`src/rtl/cp0_int_ctrl_if.sv`:
```
// Pipeline <-> CP0 interrupt controller bundle.
// master: pipeline/bridge side. It drives the interrupt lines, the commit-stage
//         info and the mfc0/mtc0/eret controls.
// slave:  cp0_int_ctrl. It returns IntReq, EPC and the mfc0 read data.
interface cp0_int_ctrl_if;
    logic [5:0]  HW_INT;
    logic [31:0] PC;
    logic [4:0]  ExcCode;
    logic        BD;
    logic [4:0]  A1;
    logic [4:0]  A2;
    logic [31:0] DIn;
    logic        We;
    logic        EXLClr;
    logic        IntReq;
    logic [31:0] EPC;
    logic [31:0] DOut;

    modport master (
        output HW_INT, PC, ExcCode, BD, A1, A2, DIn, We, EXLClr,
        input  IntReq, EPC, DOut
    );

    modport slave (
        input  HW_INT, PC, ExcCode, BD, A1, A2, DIn, We, EXLClr,
        output IntReq, EPC, DOut
    );
endinterface

```
`src/rtl/cp0_int_ctrl.sv`:
```
// Coprocessor-0 interrupt/exception controller.
// Holds SR(12), Cause(13), EPC(14) and PRId(15). It masks and prioritises the
// device interrupt lines and synchronous exceptions into one IntReq. It also
// services mfc0 reads (A1 -> DOut), mtc0 writes (We/A2/DIn) and eret (EXLClr).
// Ports: clk, reset (sync, active-high), bus (cp0_int_ctrl_if.slave).
// IntReq and DOut are combinational. EPC is a register output.
// Optional feature macro: CP0_BD_EN enables branch-delay-slot handling:
// EPC <= PC-4 and Cause.BD when BD=1.
module cp0_int_ctrl #(
    parameter logic [31:0] PRID = 32'h4D49_5053
) (
    input  logic            clk,
    input  logic            reset,
    cp0_int_ctrl_if.slave   bus
);
    localparam int unsigned REG_W = 5;
    localparam logic [REG_W-1:0] REG_SR    = REG_W'(12);
    localparam logic [REG_W-1:0] REG_CAUSE = REG_W'(13);
    localparam logic [REG_W-1:0] REG_EPC   = REG_W'(14);
    localparam logic [REG_W-1:0] REG_PRID  = REG_W'(15);

    logic [5:0]  im_q;
    logic        exl_q;
    logic        ie_q;
    logic [5:0]  ip_q;
    logic [4:0]  code_q;
    logic        bd_q;
    logic [29:0] epc_q;

    logic        int_pend;
    logic        exc_pend;
    logic        int_req;
    logic [29:0] epc_cap;
    logic        bd_cap;
    logic [31:0] sr_word;
    logic [31:0] cause_word;
    logic [31:0] epc_word;

    // Request qualification: interrupts are masked by IM/IE, and everything is blocked by EXL.
    assign int_pend = (|(bus.HW_INT & im_q)) & ie_q & ~exl_q;
    assign exc_pend = (bus.ExcCode != 5'd0) & ~exl_q;
    assign int_req  = int_pend | exc_pend;

`ifdef CP0_BD_EN
    // A delay-slot instruction restarts at its branch, one word earlier.
    logic [31:0] pc_adj;
    logic        unused_pc;
    assign pc_adj    = bus.BD ? (bus.PC - 32'd4) : bus.PC;
    assign epc_cap   = pc_adj[31:2];
    assign bd_cap    = bus.BD;
    assign unused_pc = ^{bus.PC[1:0], pc_adj[1:0]};
`else
    logic unused_pc;
    assign epc_cap   = bus.PC[31:2];
    assign bd_cap    = 1'b0;
    assign unused_pc = ^{bus.PC[1:0], bus.BD};
`endif

    assign sr_word    = {16'd0, im_q, 8'd0, exl_q, ie_q};
    assign cause_word = {bd_q, 15'd0, ip_q, 3'd0, code_q, 2'd0};
    assign epc_word   = {epc_q, 2'b00};

    assign bus.IntReq = int_req;
    assign bus.EPC    = epc_word;

    // mfc0 read mux (no bypass of a same-cycle mtc0)
    always_comb begin
        bus.DOut = 32'd0;
        case (bus.A1)
            REG_SR:    bus.DOut = sr_word;
            REG_CAUSE: bus.DOut = cause_word;
            REG_EPC:   bus.DOut = epc_word;
            REG_PRID:  bus.DOut = PRID;
            default:   bus.DOut = 32'd0;
        endcase
    end

    // Register update: exception capture overrides (flushes) any mtc0/eret in the same cycle.
    always_ff @(posedge clk) begin
        if (reset) begin
            im_q   <= 6'd0;
            exl_q  <= 1'b0;
            ie_q   <= 1'b0;
            ip_q   <= 6'd0;
            code_q <= 5'd0;
            bd_q   <= 1'b0;
            epc_q  <= 30'd0;
        end else begin
            ip_q <= bus.HW_INT;
            if (int_req) begin
                exl_q  <= 1'b1;
                code_q <= int_pend ? 5'd0 : bus.ExcCode;
                epc_q  <= epc_cap;
                bd_q   <= bd_cap;
            end else begin
                if (bus.We) begin
                    if (bus.A2 == REG_SR) begin
                        im_q  <= bus.DIn[15:10];
                        exl_q <= bus.DIn[1];
                        ie_q  <= bus.DIn[0];
                    end else if (bus.A2 == REG_EPC) begin
                        epc_q <= bus.DIn[31:2];
                    end
                end
                // eret outranks an mtc0 to SR for the EXL bit only
                if (bus.EXLClr) begin
                    exl_q <= 1'b0;
                end
            end
        end
    end
endmodule

```
`src/flat_wrapper.sv`:
```
// flat-port wrapper written by rule: the top's interface ports become plain ports
module cp0_int_ctrl_flat 
#(
    parameter logic [31:0] PRID = 32'h4D49_5053
)
  (clk, reset, bus_HW_INT, bus_PC, bus_ExcCode, bus_BD, bus_A1, bus_A2, bus_DIn, bus_We, bus_EXLClr, bus_IntReq, bus_EPC, bus_DOut);
  cp0_int_ctrl_if bus_i ();
  input  logic clk;
  input  logic reset;
  input wire logic [$bits(bus_i.HW_INT)-1:0] bus_HW_INT;
  input wire logic [$bits(bus_i.PC)-1:0] bus_PC;
  input wire logic [$bits(bus_i.ExcCode)-1:0] bus_ExcCode;
  input wire logic [$bits(bus_i.BD)-1:0] bus_BD;
  input wire logic [$bits(bus_i.A1)-1:0] bus_A1;
  input wire logic [$bits(bus_i.A2)-1:0] bus_A2;
  input wire logic [$bits(bus_i.DIn)-1:0] bus_DIn;
  input wire logic [$bits(bus_i.We)-1:0] bus_We;
  input wire logic [$bits(bus_i.EXLClr)-1:0] bus_EXLClr;
  output wire logic [$bits(bus_i.IntReq)-1:0] bus_IntReq;
  output wire logic [$bits(bus_i.EPC)-1:0] bus_EPC;
  output wire logic [$bits(bus_i.DOut)-1:0] bus_DOut;
  assign bus_i.HW_INT = bus_HW_INT;
  assign bus_i.PC = bus_PC;
  assign bus_i.ExcCode = bus_ExcCode;
  assign bus_i.BD = bus_BD;
  assign bus_i.A1 = bus_A1;
  assign bus_i.A2 = bus_A2;
  assign bus_i.DIn = bus_DIn;
  assign bus_i.We = bus_We;
  assign bus_i.EXLClr = bus_EXLClr;
  assign bus_IntReq = bus_i.IntReq;
  assign bus_EPC = bus_i.EPC;
  assign bus_DOut = bus_i.DOut;
  cp0_int_ctrl #(.PRID(PRID)) u_core (.clk(clk), .reset(reset), .bus(bus_i));
endmodule
```
`config.mk`:
```
export PLATFORM = sky130hd
export DESIGN_NAME = cp0_int_ctrl_flat
export DESIGN_NICKNAME = d
export VERILOG_FILES = /design/src/rtl/cp0_int_ctrl_if.sv /design/src/rtl/cp0_int_ctrl.sv /design/src/flat_wrapper.sv
export SDC_FILE = /design/constraint.sdc
export NUM_CORES = 1
export LEC_CHECK = 0
export ABC_AREA = 1
export ABC_CLOCK_PERIOD_IN_PS = 1250
export CORE_ASPECT_RATIO = 1.75
export CORE_UTILIZATION = 30
export DETAILED_ROUTE_END_ITERATION = 6
export PLACE_DENSITY = 0.66
export SETUP_SLACK_MARGIN = 0.4
export SYNTH_ARGS = -nofsm -noshare
export SYNTH_HDL_FRONTEND = slang
export SYNTH_SLANG_ARGS = --single-unit
```
`constraint.sdc`:
```
create_clock -name clk -period 1.25 [get_ports clk]
set_input_delay 0.125 -clock clk [delete_from_list [all_inputs] [get_ports clk]]
set_output_delay 0.125 -clock clk [all_outputs]
set_load 0.02 [all_outputs]
```
Word level (Yosys, flattened, before mapping). Cells that the tools add are included.

Eq/ne operators: 7. Reductions and logical operators: 9. Bitwise gates (word level): 7. Muxes and demuxes: 10.

Operators by type and width (number): 32-bit case mux with 4 select lines (1); 30-bit two-way mux (4); 5-bit by 4-bit == test with 1-bit output (second input constant) (6); 6-bit bitwise AND (1); 3-bit AND reduction (2); 3-bit nonzero test (2); 6-bit OR reduction (1); 5-bit two-way mux (1); 5-bit nonzero test (1); 1-bit two-way mux (4); 2-bit nonzero test (2); 1-bit bitwise AND (3); 2-bit inequality test (second input constant) (1); 1-bit inverter (2); 2-bit AND reduction (1); 1-bit OR (1).

Input bits: 90. Register bits: 49. Logic and storage cells: 39.

Longest topological paths before layout. Gate-level depths: netlist of the first run.

Depth after elaboration: 7. Gate-level depth with buffers: 10.

Worst setup path before layout of the first run. Ideal clock, no wire load.

Kind: register to register. From: register u_core.im_q[5]. To: register u_core.epc_q[18]. Setup slack: 40 ps. Setup time: 132 ps. Stages on the path, launching flop included: 11. Required time: 1118 ps. Data arrival time: 1078 ps. Cells stage by stage: dfxtp_1 -> nand2_1 -> nand2_1 -> nor2_1 -> nand2_1 -> nand2_2 -> nand2_2 -> buf_2 -> nand2_1 -> nand2_1 -> a21oi_1.

Longest elaborated chain between the ends: 7. Elaborated cells on any way between the ends: 10. Those cells by class: eq/ne (1); mux (1); bitwise (4); reduce/logical (4).

Ends and longest elaborated chain: start: declaration (line cp0_int_ctrl.sv:22) `logic [5:0] im_q;`; start signal: assignment (line cp0_int_ctrl.sv:98) `im_q <= bus.DIn[15:10];`; 6-bit bitwise AND * (line cp0_int_ctrl.sv:40) `assign int_pend = (|(bus.HW_INT & im_q)) & ie_q & ~exl_q;`; 6-bit OR reduction * (line cp0_int_ctrl.sv:40); 1-bit bitwise AND * (2 in a row) (line cp0_int_ctrl.sv:40); 1-bit OR * (line cp0_int_ctrl.sv:42) `assign int_req = int_pend | exc_pend;`; net bus_IntReq (line flat_wrapper.sv:19) `output wire logic [$bits(bus_i.IntReq)-1:0] bus_IntReq;`; 2-bit inequality test (no line) or 2-bit nonzero test (tied branches); 3-bit AND reduction (no line); end signal: assignment (line cp0_int_ctrl.sv:93) `epc_q <= epc_cap;`; end signal: assignment (line cp0_int_ctrl.sv:102) `epc_q <= bus.DIn[31:2];`; end: declaration (line cp0_int_ctrl.sv:28) `logic [29:0] epc_q;`.

The timed path passes the listed nets; every way through them passes the cells marked *. A chain may end at the register's enable or synchronous reset.

Worst setup path in the final report of the first run.
From: input bus_HW_INT[2]. To: register u_core.im_q[2].

Longest elaborated chain between the ends: 7.

Ends and longest elaborated chain: start: declaration (line flat_wrapper.sv:10) `input wire logic [$bits(bus_i.HW_INT)-1:0] bus_HW_INT;`; 6-bit bitwise AND (line cp0_int_ctrl.sv:40); 6-bit OR reduction (line cp0_int_ctrl.sv:40); 1-bit bitwise AND (2 in a row) (line cp0_int_ctrl.sv:40); 1-bit OR (line cp0_int_ctrl.sv:42); 1-bit inverter (no line); 3-bit AND reduction (no line).

No other way between the ends.

==> impl_metrics.toml, run 1 <==
[power]
pwr-share-clk_pct = 27.4
p_sw_share_pct = 31.0
comb_power_share_pct = 35.6
p_int_mw = 3.39
p_seq_share_pct = 36.9
leakagePower_nw = 3.01
max-vdd-ir-drop_uv = 815
p_switching_mw = 1.53
power_density_nw_per_um2 = 784

[timing]
whs_ns = 0.383
fin_ws_ns = -0.206
maxSlewViolCount = 0
layout_min_cycle_time_ns = 1.46
fmax_mhz = 687
hold_viol = 0
final.setup.tns_ns = -6.54
rsz0062_at_grt = "true"
min_period_over_period_pct = 116
final.setup_skew_ns = 0.00432
setup_viol = 45

[worst_setup_path]
crit_end = "u_core.im_q[2]"
start_kind = "primary input"
worstPathRequired_ns = 1.47
r2r_end = "u_core.im_q[2]"
crit_type = "in2reg"
reg2reg_from = "u_core.im_q[2]"
endpoint_kind = "register"
r2r_slack_ns = -0.18
cp.arrival_ns = 1.67
critPathLaunch = "bus_HW_INT[2]"
worst-r2r-cell-count = 11
critPathMaxFanout = 8

[logic_synthesis]
synth_top_area_share_pct = 33.6
synth-xor-area-share_pct = 0
synthMuxAreaShare_pct = 0
synth-edff-count = 0
ys_ff_latch = 49
synth_area_leaders = "dfxtp_1, nand2_1, nand3_1"
ys.flop_type = "dfxtp_1"
synth-simple-area-share_pct = 41.5
synth_cell_type_count = 23
synth_area_per_cell_um2 = 6.15
synth_top_family_by_area = "simple AND/OR/NAND/NOR gates"
async_flop_share_pct = 0
synth_area_leader_cell = "dfxtp_1"
yosys_warnings = 0
synthAdderAreaFrac_pct = 0
syn_inst = 475
synth_compound_area_share_pct = 9.21
syn_area_um2 = 2920
ys_seq_area_share_pct = 33.6

[cells_and_area]
final_nets = 773
final_core_util_pct = 66.2
drive_above_1_share_pct = 44.3
layout_commonest_cell = "buf_6"
layout_common_cells = "buf_6, nand2_1, clkdlybuf4s50_1"
n_fill_cell = 816
area_growth_pct = 115

[die]
design.core.area_um2 = 9470
start_util_pct = 30.8
die-area_um2 = 10100
pin_count = 155
die_w_um = 76.6
die_h_um = 133
rows = 47

[detailed_routing]
vias_per_cell = 4.93
dr.pass1.iters = 5
routed_wl_um = 13100
wl_per_cell_um = 16.3
num_vias = 3979
drc = 0
drtIter0Drc = 186
ant_nets = 0

[cts]
clkSlewWorstSetupHoldPaths_ns = 0.07
clock_tree.buffer_depth = 2
h-tree-depth = 2
cts.sinks = 49
worstSkewPairLatency_ns = 0.29
cts_buffers = 5
postCtsHoldBufs = 0
cts_root_buffer = "clkbuf_16"
cts_tree = "built"

[global_route]
grt_pass1_vias = 3948
antenna_found_initial = 1
grtUsageTotal_pct = 25.8
grt_pass1_wl_um = 20400
grt_max_degree = 24
grt_overflow = 0

[placed_design]
hpwl_um = 8840
io_buffers = 149
gp_congestion = 0.816

[hold_path]
hold_path_class = "in2reg"
min_from = "bus_HW_INT[1]"

[job]
timing.max_cap.violations = 0

[status]
violations = "negative setup slack"
status = "finished with violations"
routing by layer:
| metal | GRT usage (%) | vias to the layer above | wire, µm |
|---|---|---|---|
| met4 | 10.0 | 0 | 361 |
| met2 | 52.9 | 154 | 7690 |
| met1 | 25.3 | 1869 | 4560 |
| li1 | - | 1933 | - |
| met3 | 2.90 | 23 | 503 |
| met5 | 0 | - | 0 |
power by group through the flow:
stage	Clock, mW	Sequential [mW]	Combinational (mW)
after floorplan	0	1.92	0.541
after global placement	0	1.80	1.47
after detailed placement	0	1.81	1.48
after CTS	1.36	1.81	1.66
after global routing	1.43	1.83	1.86
final	1.35	1.82	1.75
cells in the mapped netlist, types with 2 or more instances:
cell type,count
a21oi_1,37
a22o_1,3
buf_2,18
buf_4,3
buf_6,5
clkbuf_1,9
dfxtp_1,49
inv_1,65
nand2_1,134
nand2_2,3
nand3_1,62
nand4_1,31
nor2_1,41
o2111ai_1,2
o211ai_1,4
o21ai_0,2
worst max-delay path: stages:
cell             delay, ns
clkdlybuf4s50_1       0.47
nand2_2               0.10
nand2_2               0.06
nor2_2                0.10
nand2_1               0.10
nand2_4               0.11
buf_12                0.15
nand3_4               0.07
buf_6                 0.15
nand2_2               0.05
nand2_1               0.05
nor2_1                0.12
state kept, by name (all words and copies together), names as in the netlist:
name and flops:
u_core.epc_q 30, u_core.im_q 6, u_core.ip_q 6, u_core.code_q 5, u_core.exl_q 1, u_core.ie_q 1
metrics by stage:
stage	std cells	power, mW	area [µm²]	setup WS (ns)
after detailed placement	777	3.29	5290	-0.889
after CTS	798	4.83	6060	-0.177
final	807	4.92	6270	-0.206
after floorplan	476	2.47	3280	0.0956
after global routing	807	5.12	6270	-0.229
after global placement	777	3.27	5290	-0.862
logic make-up (layout without fill, tap and decap cells):
| family | after synthesis | count (layout) |
|---|---|---|
| flip-flops | 49 | 49 |
| AO/OA/AOI/OAI | 48 | 48 |
| buffers and inverters | 102 | 310 |
| AND/OR/NAND/NOR | 275 | 275 |
| other | 1 | 3 |
area by class of cell:
type                    count  area, µm²  share of cell area, %
inverters                  66        263                   4.19
clock inverters             2       10.0                  0.160
well taps                 122        153                   2.43
repair buffers            235       2610                   41.6
clock buffers               6        129                   2.06
multi-input cells         325       2050                   32.6
flip-flops and latches     49       1040                   16.7
repair inverters            1       16.3                  0.259
diodes                      1       2.50                 0.0399
worst min path at each step:
stage                                   to  depth (start not counted)
after floorplan             u_core.ip_q[0]                          2
after global placement    u_core.code_q[2]                          2
after detailed placement  u_core.code_q[4]                          2
after CTS                   u_core.ip_q[4]                          3
after global routing        u_core.ip_q[0]                          3
final                       u_core.ip_q[1]                          3
repair_timing:
item | in CTS | in global routing
gates cloned | 7 | 0
setup buffers | 6 | 8
pin swaps | 31 | 20
resized for setup | 528 | 42
setup endpoints to repair | 107 | 108
(Power assumes the default switching activity.)
==> inputs of run 2 (changes only) <==
--- a/config.mk
+++ b/config.mk
@@ -12,6 +12,7 @@
 export DETAILED_ROUTE_END_ITERATION = 6
 export PLACE_DENSITY = 0.66
 export SETUP_SLACK_MARGIN = 0.4
+export SLEW_MARGIN = 20
 export SYNTH_ARGS = -nofsm -noshare
 export SYNTH_HDL_FRONTEND = slang
 export SYNTH_SLANG_ARGS = --single-unit
==> results of run 2 <==
Same layout as run 1: the final DEF is identical, and so are final timing and power.
==> RTL edit: new RTL, flow settings as in run 2 <==
Build with the macro `CP0_BD_EN` defined.
--- a/src/rtl/cp0_int_ctrl.sv
+++ b/src/rtl/cp0_int_ctrl.sv
@@ -7,4 +7,6 @@
 // Optional feature macro: CP0_BD_EN enables branch-delay-slot handling:
 // EPC <= PC-4 and Cause.BD when BD=1.
+`define CP0_BD_EN
+
 module cp0_int_ctrl #(
     parameter logic [31:0] PRID = 32'h4D49_5053
Function: changed (Yosys sat finds a counterexample within 4 cycles, from zero or initial values and one cycle with reset high).
==> RTL edit against run 2 <==
Sequential cell count rose by 1; synthesized area rose by 20%; largest cell class unchanged; setup slack got worse by 0.10 ns; first-iteration DRC count rose by 2.7%; the flow still finishes with violations (negative setup slack); cell area rose by 17%; wire length rose by 23%; power rose by 8.1%; synthesized cell count rose by 21%; critical path type is now reg -> reg.
==> RTL edit: results (changes against run 2) <==
- Outcome: finished with violations
- Failing checks: negative setup slack
- CP arrival: 1.74 ns (+0.07 ns)
- Setup TNS: -10.01 ns (-3.46 ns)
- Antenna cell count: 0 (-1)
- M3 GR Usage: 0.0210 (-0.00792)
- Port Buf Inserts: 150 (+0.67%)
- Pre-CTS setup slack: -0.973 ns (-0.0832 ns)
- CP max stage delay: 0.33 ns (-0.14 ns)
- Drt pass-1 iters: 4 (-1)
- Cells after Synth: 575 (+21%)
- Min Hold Slack: 0.0826 ns (-0.301 ns)
- Post-DP Area: 0.00626 mm2 (+18%)
- Final HPWL DP: 12000 um (+35%)
- Layout cells sized above 1: 0.480 (+0.0365)
- Leakage: 3.42 nW (+14%)
- Hold Crit Start: bus_HW_INT[2]
- Via/cell ratio: 4.98 (+1.1%)
- Grt met1 use: 0.245 (-0.00813)
- Total number of vias: 4919 (+24%)
- Initial DRC count: 191 (+2.7%)
- GRT Overall Usage: 0.246 (-0.0113)
- Synth unique cells: 41 (+78%)
- Critical R2R Launch: u_core.im_q[0]
- Sequential element share of the synthesized area: 0.285 (-0.0505)
- RR Endpoint: u_core.epc_q[27]
- Largest net degree at the start of global routing: 27 (+13%)
- First-pass GRT wire length: 23700 um (+16%)
- Global Route met2 Usage: 0.479 (-0.0493)
- Post-route setup slack: -0.309 ns (-0.103 ns)
- Wirelength per Cell: 16.3 um (+0.46%)
- Ranking of synthesized cells by area: dfxtp_1, nand2_1, nor2_1
- Worst Skew: 0.00760 ns (+0.00327 ns)
- Placed Cells: 949 (+22%)
- Hold endpoint: u_core.ip_q[2]
- Synth top cells by count: nand2_1, nor2_1, inv_1, dfxtp_1, o21ai_0
- Final setup fails: 54 (+20%)
- Routability Congestion: 0.931 (+14%)
RTL edit: cell count changes after synthesis, moves of 11 or more:
cell | before | now
nor2_1 | 41 | 84
nand2_1 | 134 | 176
o21ai_0 | 2 | 38
nand3_1 | 62 | 30
nand4_1 | 31 | 10
buf_2 | 18 | 7
RTL edit: cells by family after synthesis:
logic type / synth area share
AND/OR/NAND/NOR: 0.427
AO/OA/AOI/OAI: 0.144
flip-flops: 0.285
buffers and inverters: 0.109
other: 0.00107
adder cells (fa/ha/maj): 0.00357
XOR/XNOR: 0.0300
RTL edit: worst max-delay path by stage:
stage / from / endpoint / slack [ns] / depth (start not counted)
floorplan: u_core.im_q[2] / u_core.epc_q[20] / -0.03 / 9
global placement: bus_A1[3] / bus_DOut[17] / -0.98 / 9
detailed placement: bus_A1[3] / bus_DOut[9] / -0.97 / 9
CTS: u_core.im_q[2] / u_core.epc_q[22] / -0.24 / 12
global route: u_core.im_q[0] / u_core.epc_q[27] / -0.37 / 12
finish: u_core.im_q[0] / u_core.epc_q[27] / -0.31 / 12
RTL edit: layout make-up:
class	count	area, um2
well taps	132	165
repair buffers	292	2950
clock buffers	5	125
multi-input cells	440	2730
clock inverters	3	21.3
flip-flops and latches	50	1060
fillers	934	3870
inverters	65	318
RTL edit: what timing repair did:
action,in CTS,in global routing
setup endpoints to repair,108,107
gates cloned,1,1
setup buffers,13,15
pin swaps,30,14
resized for setup,544,79
RTL edit: power breakdown:
group	internal (mW)	switching, mW
Combinational	1.09	0.983
Clock	0.744	0.657
Sequential	1.73	0.114
RTL edit: routing by layer:
layer  share of wire  up-vias
met1            0.35     2320
met4           0.053        0
li1                -     2384
met3           0.032       53
met2            0.57      162
met5               0        -
